`src/rtl/imm_gen_pipe.sv`:
```
// imm_gen_pipe: multi-lane pipelined immediate generator for decode.
// Each beat carries LANES instruction words. Every lane's immediate is
// extracted, sign-extended to XLEN and tagged with a format code. The result
// sits in a registered output stage behind a valid/ready handshake. A second
// (skid) register catches a beat that arrives while the output is stalled, so
// no instruction is ever dropped.
// Optional feature: define IMM_GEN_ERR_EN to add the err_count port, which
// counts valid lanes whose opcode is not recognised and not an R-type/system
// instruction.
module imm_gen_pipe #(
  parameter int LANES = 2,
  parameter int XLEN  = 32
) (
  input  logic                    clk,
  input  logic                    reset_n,
  input  logic                    in_valid,
  output logic                    in_ready,
  input  logic [LANES*32-1:0]     in_inst,
  input  logic [LANES-1:0]        in_lane_mask,
  output logic                    out_valid,
  input  logic                    out_ready,
  output logic [LANES*XLEN-1:0]   out_imm,
  output logic [LANES*3-1:0]      out_fmt,
  output logic [LANES-1:0]        out_lane_mask
`ifdef IMM_GEN_ERR_EN
  ,
  output logic [15:0]             err_count
`endif
);

  typedef enum logic [2:0] {
    FMT_NONE = 3'd0,
    FMT_I    = 3'd1,
    FMT_S    = 3'd2,
    FMT_B    = 3'd3,
    FMT_U    = 3'd4,
    FMT_J    = 3'd5
  } fmt_e;

  // Opcode to format mapping; anything unrecognised is FMT_NONE.
  function automatic fmt_e fmt_of(input logic [31:0] inst);
    case (inst[6:0])
      7'b0010011, 7'b0000011, 7'b1100111: fmt_of = FMT_I;
      7'b0100011:                         fmt_of = FMT_S;
      7'b1100011:                         fmt_of = FMT_B;
      7'b0110111, 7'b0010111:             fmt_of = FMT_U;
      7'b1101111:                         fmt_of = FMT_J;
      default:                            fmt_of = FMT_NONE;
    endcase
  endfunction

  // 32-bit sign-extended immediate; widening to XLEN happens at the call site.
  function automatic logic [31:0] imm32_of(input logic [31:0] inst);
    case (fmt_of(inst))
      FMT_I:   imm32_of = {{20{inst[31]}}, inst[31:20]};
      FMT_S:   imm32_of = {{20{inst[31]}}, inst[31:25], inst[11:7]};
      FMT_B:   imm32_of = {{19{inst[31]}}, inst[31], inst[7], inst[30:25],
                           inst[11:8], 1'b0};
      FMT_U:   imm32_of = {inst[31:12], 12'b0};
      FMT_J:   imm32_of = {{11{inst[31]}}, inst[31], inst[19:12], inst[20],
                           inst[30:21], 1'b0};
      default: imm32_of = 32'b0;
    endcase
  endfunction

  logic [LANES*XLEN-1:0] dec_imm;
  logic [LANES*3-1:0]    dec_fmt;

  logic                  skid_valid;
  logic [LANES*XLEN-1:0] skid_imm;
  logic [LANES*3-1:0]    skid_fmt;
  logic [LANES-1:0]      skid_lane_mask;

  logic in_fire;
  logic out_free;

  // The skid register is the only thing that can refuse a beat, so readiness
  // follows its occupancy flop directly.
  assign in_ready = ~skid_valid;
  assign in_fire  = in_valid & in_ready;
  assign out_free = ~out_valid | out_ready;

  // Decode every lane of the incoming beat; masked-off lanes yield zeros.
  always_comb begin
    dec_imm = '0;
    dec_fmt = '0;
    for (int k = 0; k < LANES; k++) begin
      if (in_lane_mask[k]) begin
        dec_fmt[3*k +: 3]       = fmt_of(in_inst[32*k +: 32]);
        dec_imm[XLEN*k +: XLEN] = XLEN'($signed(imm32_of(in_inst[32*k +: 32])));
      end
    end
  end

  // Output and skid registers: the skid always drains into the output before
  // any newer beat, which keeps beats in arrival order.
  always_ff @(posedge clk or negedge reset_n) begin
    if (!reset_n) begin
      out_valid      <= 1'b0;
      out_imm        <= '0;
      out_fmt        <= '0;
      out_lane_mask  <= '0;
      skid_valid     <= 1'b0;
      skid_imm       <= '0;
      skid_fmt       <= '0;
      skid_lane_mask <= '0;
    end else if (out_free) begin
      if (skid_valid) begin
        out_valid     <= 1'b1;
        out_imm       <= skid_imm;
        out_fmt       <= skid_fmt;
        out_lane_mask <= skid_lane_mask;
        skid_valid    <= in_fire;
        if (in_fire) begin
          skid_imm       <= dec_imm;
          skid_fmt       <= dec_fmt;
          skid_lane_mask <= in_lane_mask;
        end
      end else if (in_fire) begin
        out_valid     <= 1'b1;
        out_imm       <= dec_imm;
        out_fmt       <= dec_fmt;
        out_lane_mask <= in_lane_mask;
      end else begin
        out_valid <= 1'b0;
      end
    end else if (in_fire) begin
      skid_valid     <= 1'b1;
      skid_imm       <= dec_imm;
      skid_fmt       <= dec_fmt;
      skid_lane_mask <= in_lane_mask;
    end
  end

`ifdef IMM_GEN_ERR_EN
  logic [2:0]  err_inc;
  logic [16:0] err_sum;

  // Count valid lanes with an unknown opcode, excluding R-type and system ops.
  always_comb begin
    err_inc = '0;
    for (int k = 0; k < LANES; k++) begin
      if (in_lane_mask[k] &&
          (fmt_of(in_inst[32*k +: 32]) == FMT_NONE) &&
          (in_inst[32*k +: 7] != 7'b0110011) &&
          (in_inst[32*k +: 7] != 7'b1110011)) begin
        err_inc = err_inc + 3'd1;
      end
    end
  end

  assign err_sum = {1'b0, err_count} + {14'b0, err_inc};

  // Saturating error counter, advanced only on an accepted input beat.
  always_ff @(posedge clk or negedge reset_n) begin
    if (!reset_n) begin
      err_count <= '0;
    end else if (in_fire) begin
      err_count <= err_sum[16] ? 16'hFFFF : err_sum[15:0];
    end
  end
`endif

endmodule

```
`config.mk`:
```
export PLATFORM = sky130hd
export DESIGN_NAME = imm_gen_pipe
export DESIGN_NICKNAME = d
export VERILOG_FILES = /design/src/rtl/imm_gen_pipe.sv
export SDC_FILE = /design/constraint.sdc
export NUM_CORES = 1
export LEC_CHECK = 0
export CAP_MARGIN = 20
export CORE_ASPECT_RATIO = 0.6
export CORE_MARGIN = 2
export CORE_UTILIZATION = 55
export DETAILED_ROUTE_END_ITERATION = 10
export PLACE_DENSITY = 0.95
export SETUP_SLACK_MARGIN = 0.4
export SLEW_MARGIN = 20
export SYNTH_ARGS = -nofsm -noshare
export SYNTH_HDL_FRONTEND = slang
export SYNTH_SLANG_ARGS = --single-unit
```
`constraint.sdc`:
```
create_clock -name clk -period 4.2 [get_ports clk]
set_input_delay 0.42 -clock clk [delete_from_list [all_inputs] [get_ports clk]]
set_output_delay 0.42 -clock clk [all_outputs]
set_load 0.1 [all_outputs]
```
==> results.toml <==
[clocking]
cts_max_level = 4
cts_tree = "built"
clk_path_buf_depth = 2
cts_resized = 0
cts_hold_buf = 0
clk_pin_slew_worst_paths_ns = 0.06
clkLatencyLatePin_ns = 0.42
cts_buffers = 17
clock-sinks = 146
clock-root-buffer = "clkbuf_16"
cts_setup_buffers = 0

[synthesis]
avgSynthCellArea_um2 = 9.28
synth_cells = 711
yosysTopAreaCell = "dfrtp_1"
ys_ff_latch = 146
yosysWarnings = 0
synthArstFlopShare = 1.00
synthFlopType = "dfrtp_1"
netlist.area_leader.share = 0.554
netlist_area_mm2 = 0.00660
synth_edf_count = 0
syn_nets = 781
synthTopCellsByArea = "dfrtp_1 55%, a21oi_1 9.4%, nand2_1 5.2%"
ys_types = 51
yosysSeqAreaShare = 0.554

[drt]
vias = 6475
drc_errors = 0
wire_per_inst_um = 20.9
drtAntennaViolNets = 0
drtPass1Iterations = 7
drt_wl_total_um = 20900
drt_iter0_markers = 926
vias_per_cell = 6.49

[placed_design]
dp_slack_ns = 1.15
place_congestion = 0.939
dp_hpwl_um = 13400
port_buffers = 143

[worst_setup_path]
path_max_fanout = 69
slowest_stage = "dfrtp_2"
slowest_delay_ns = 0.79
crit_arrival_ns = 3.42
critical-path-top-delay-family = "buffers and inverters"
timing.critical_path.mode_cell = "buf_4"
criticalPathCategory = "reg -> reg"
required_ns = 4.53
start_kind = "register"
cp_num_buf_inv = 2
worst_setup_path_end_kind = "register"
cp_cell_sequence = "buf_4 > nor2_1 > nor2_4 > buf_4 > nand2_1 > o21ai_0"

[cells_and_area]
multi_input_area_mm2 = 0.00271
fillers = 767
final_common_cell = "dfrtp_1"
regArea_mm2 = 0.00365
drive_gt1_frac = 0.0657
most-common-layout-cells = "145 x dfrtp_1, 142 x clkdlybuf4s50_1, 124 x a21oi_1"
layout-area-overhead-vs-synth_pct = 31.7
nNetsFinal = 895
n_antenna_cell = 0

[power_and_ir_drop]
p_comb_frac = 0.296
switching_share = 0.373
pwr-share-clk = 0.348
power.switching_mw = 1.68
p_leak_nw = 3.64
powerDensity_mw_per_mm2 = 520
sequentialPowerShare = 0.356
p_int_mw = 2.83
vdd_drop_max_uv = 368

[timing]
maxSlewHeadroom = 0.216
rsz0062_at_grt = "no"
fin_ws_ns = 1.12
tightest_slew_ns = 1.17
slew_violations = 0
fin_crit_ns = 3.08
clock_skew_ns = 0.0119
hold_viol_final = 0
tns_ns = 0
max_freq_ghz = 0.325
setup_violations = 0
fin_crit_sh = 0.734

[grt]
grtUsageTotal = 0.327
grt_overflow_total = 0
grt_pass1_wl_um = 32700
grt_pass1_vias = 6249
grt_max_degree = 112
antenna_found_initial = 0

[die]
placementRows = 30
initial_core_util = 0.574
coreArea_mm2 = 0.0115
die_area_mm2 = 0.0129
ioPinCount = 144
die_w_um = 145
die_h_um = 88.8

[run]
cap_violations = 0

[hold_path]
hp-class = "in -> async"

[run_status]
status = "completed"
[logic make-up after synthesis]
group / count (synthesis) / share of synthesized area
AO/OA/AOI/OAI: 283 / 0.255
AND/OR/NAND/NOR: 219 / 0.149
flip-flops: 146 / 0.554
buffers and inverters: 61 / 0.0395
multiplexers: 2 / 0.00322
[cell usage after synthesis, types with 2 or more instances]
cell / count
buf_2: 4
o21a_1: 3
and4b_1: 2
nand3_1: 5
a31oi_1: 5
a21oi_1: 124
clkbuf_1: 45
nor2_1: 72
a22o_1: 9
nor3_1: 3
o31ai_1: 3
a22oi_1: 11
a211oi_1: 2
nand2b_1: 4
a221oi_1: 2
and3_1: 15
o21ai_0: 65
buf_6: 2
buf_1: 3
nand3b_1: 2
dfrtp_1: 146
o22ai_1: 32
nand2_1: 91
nor2b_1: 4
o211ai_1: 2
and2_1: 10
nand4_1: 2
inv_1: 6
o221a_2: 2
a32oi_1: 7
o22ai_2: 8
[power by group through the flow]
stage	combinational [mW]	sequential [mW]	clock, mW
final	1.34	1.61	1.57
after global routing	1.39	1.62	1.64
after CTS	1.33	1.61	1.58
after detailed placement	1.32	1.63	0
after global placement	1.30	1.62	0
after floorplan	0.247	2.30	0
[layout make-up]
| cell class | count | area share |
|---|---|---|
| flip-flops and latches | 146 | 0.421 |
| multi-input cells | 504 | 0.312 |
| repair buffers | 150 | 0.171 |
| clock buffers | 22 | 0.0557 |
| well taps | 160 | 0.0230 |
| clock inverters | 9 | 0.0148 |
| inverters | 6 | 0.00259 |
[path summary, 6_finish.rpt]
path / start / endpoint / slack, ns / cells after the start
max reg2reg: skid_valid / out_imm[5] / 1.12 / 6
min: reset_n / out_imm[54] / 0.15 / 1
min in group clk: skid_imm[28] / skid_imm[28] / 0.48 / 2
max: skid_valid / out_imm[5] / 1.12 / 6
min reg2reg: skid_imm[28] / skid_imm[28] / 0.48 / 2
max in group asynchronous: reset_n / out_lane_mask[0] / 2.99 / 2
[per-stage QoR]
step                      cell area (um^2)  total power, mW   util  hold slack (ns)  std cells
after global placement                8060             2.92  0.702            0.455        965
after global routing                  8690             4.64  0.756            0.228        997
after floorplan                       6600             2.55      -            0.124        711
after CTS                             8670             4.51  0.755            0.184        996
after detailed placement              8060             2.95  0.702            0.473        965
final                                 8690             4.52  0.756            0.149        997
[worst reg2reg max path, stage by stage, from the launching register on]
cell	delay [ns]
dfrtp_2	0.79
buf_4	0.57
nor2_1	0.25
nor2_4	0.15
buf_4	0.64
nand2_1	0.34
o21ai_0	0.25
[registers in the layout (all words and copies together) (netlist names)]
| name | cells |
|---|---|
| skid_lane_mask | 2 |
| out_valid | 1 |
| skid_imm | 64 |
| out_fmt | 6 |
| skid_valid | 1 |
| out_lane_mask | 2 |
| out_imm | 64 |
| skid_fmt | 6 |
[per-layer routing]
layer  global-route usage  vias to the layer above  part of all wire
met3                0.113                       58              0.13
met4                0.137                        0             0.024
met1                0.436                     3112              0.39
li1                     -                     2768                 -
met2                0.497                      537              0.45
met5                    0                        -                 0
Note: power is estimated with default switching activity, not from simulation.
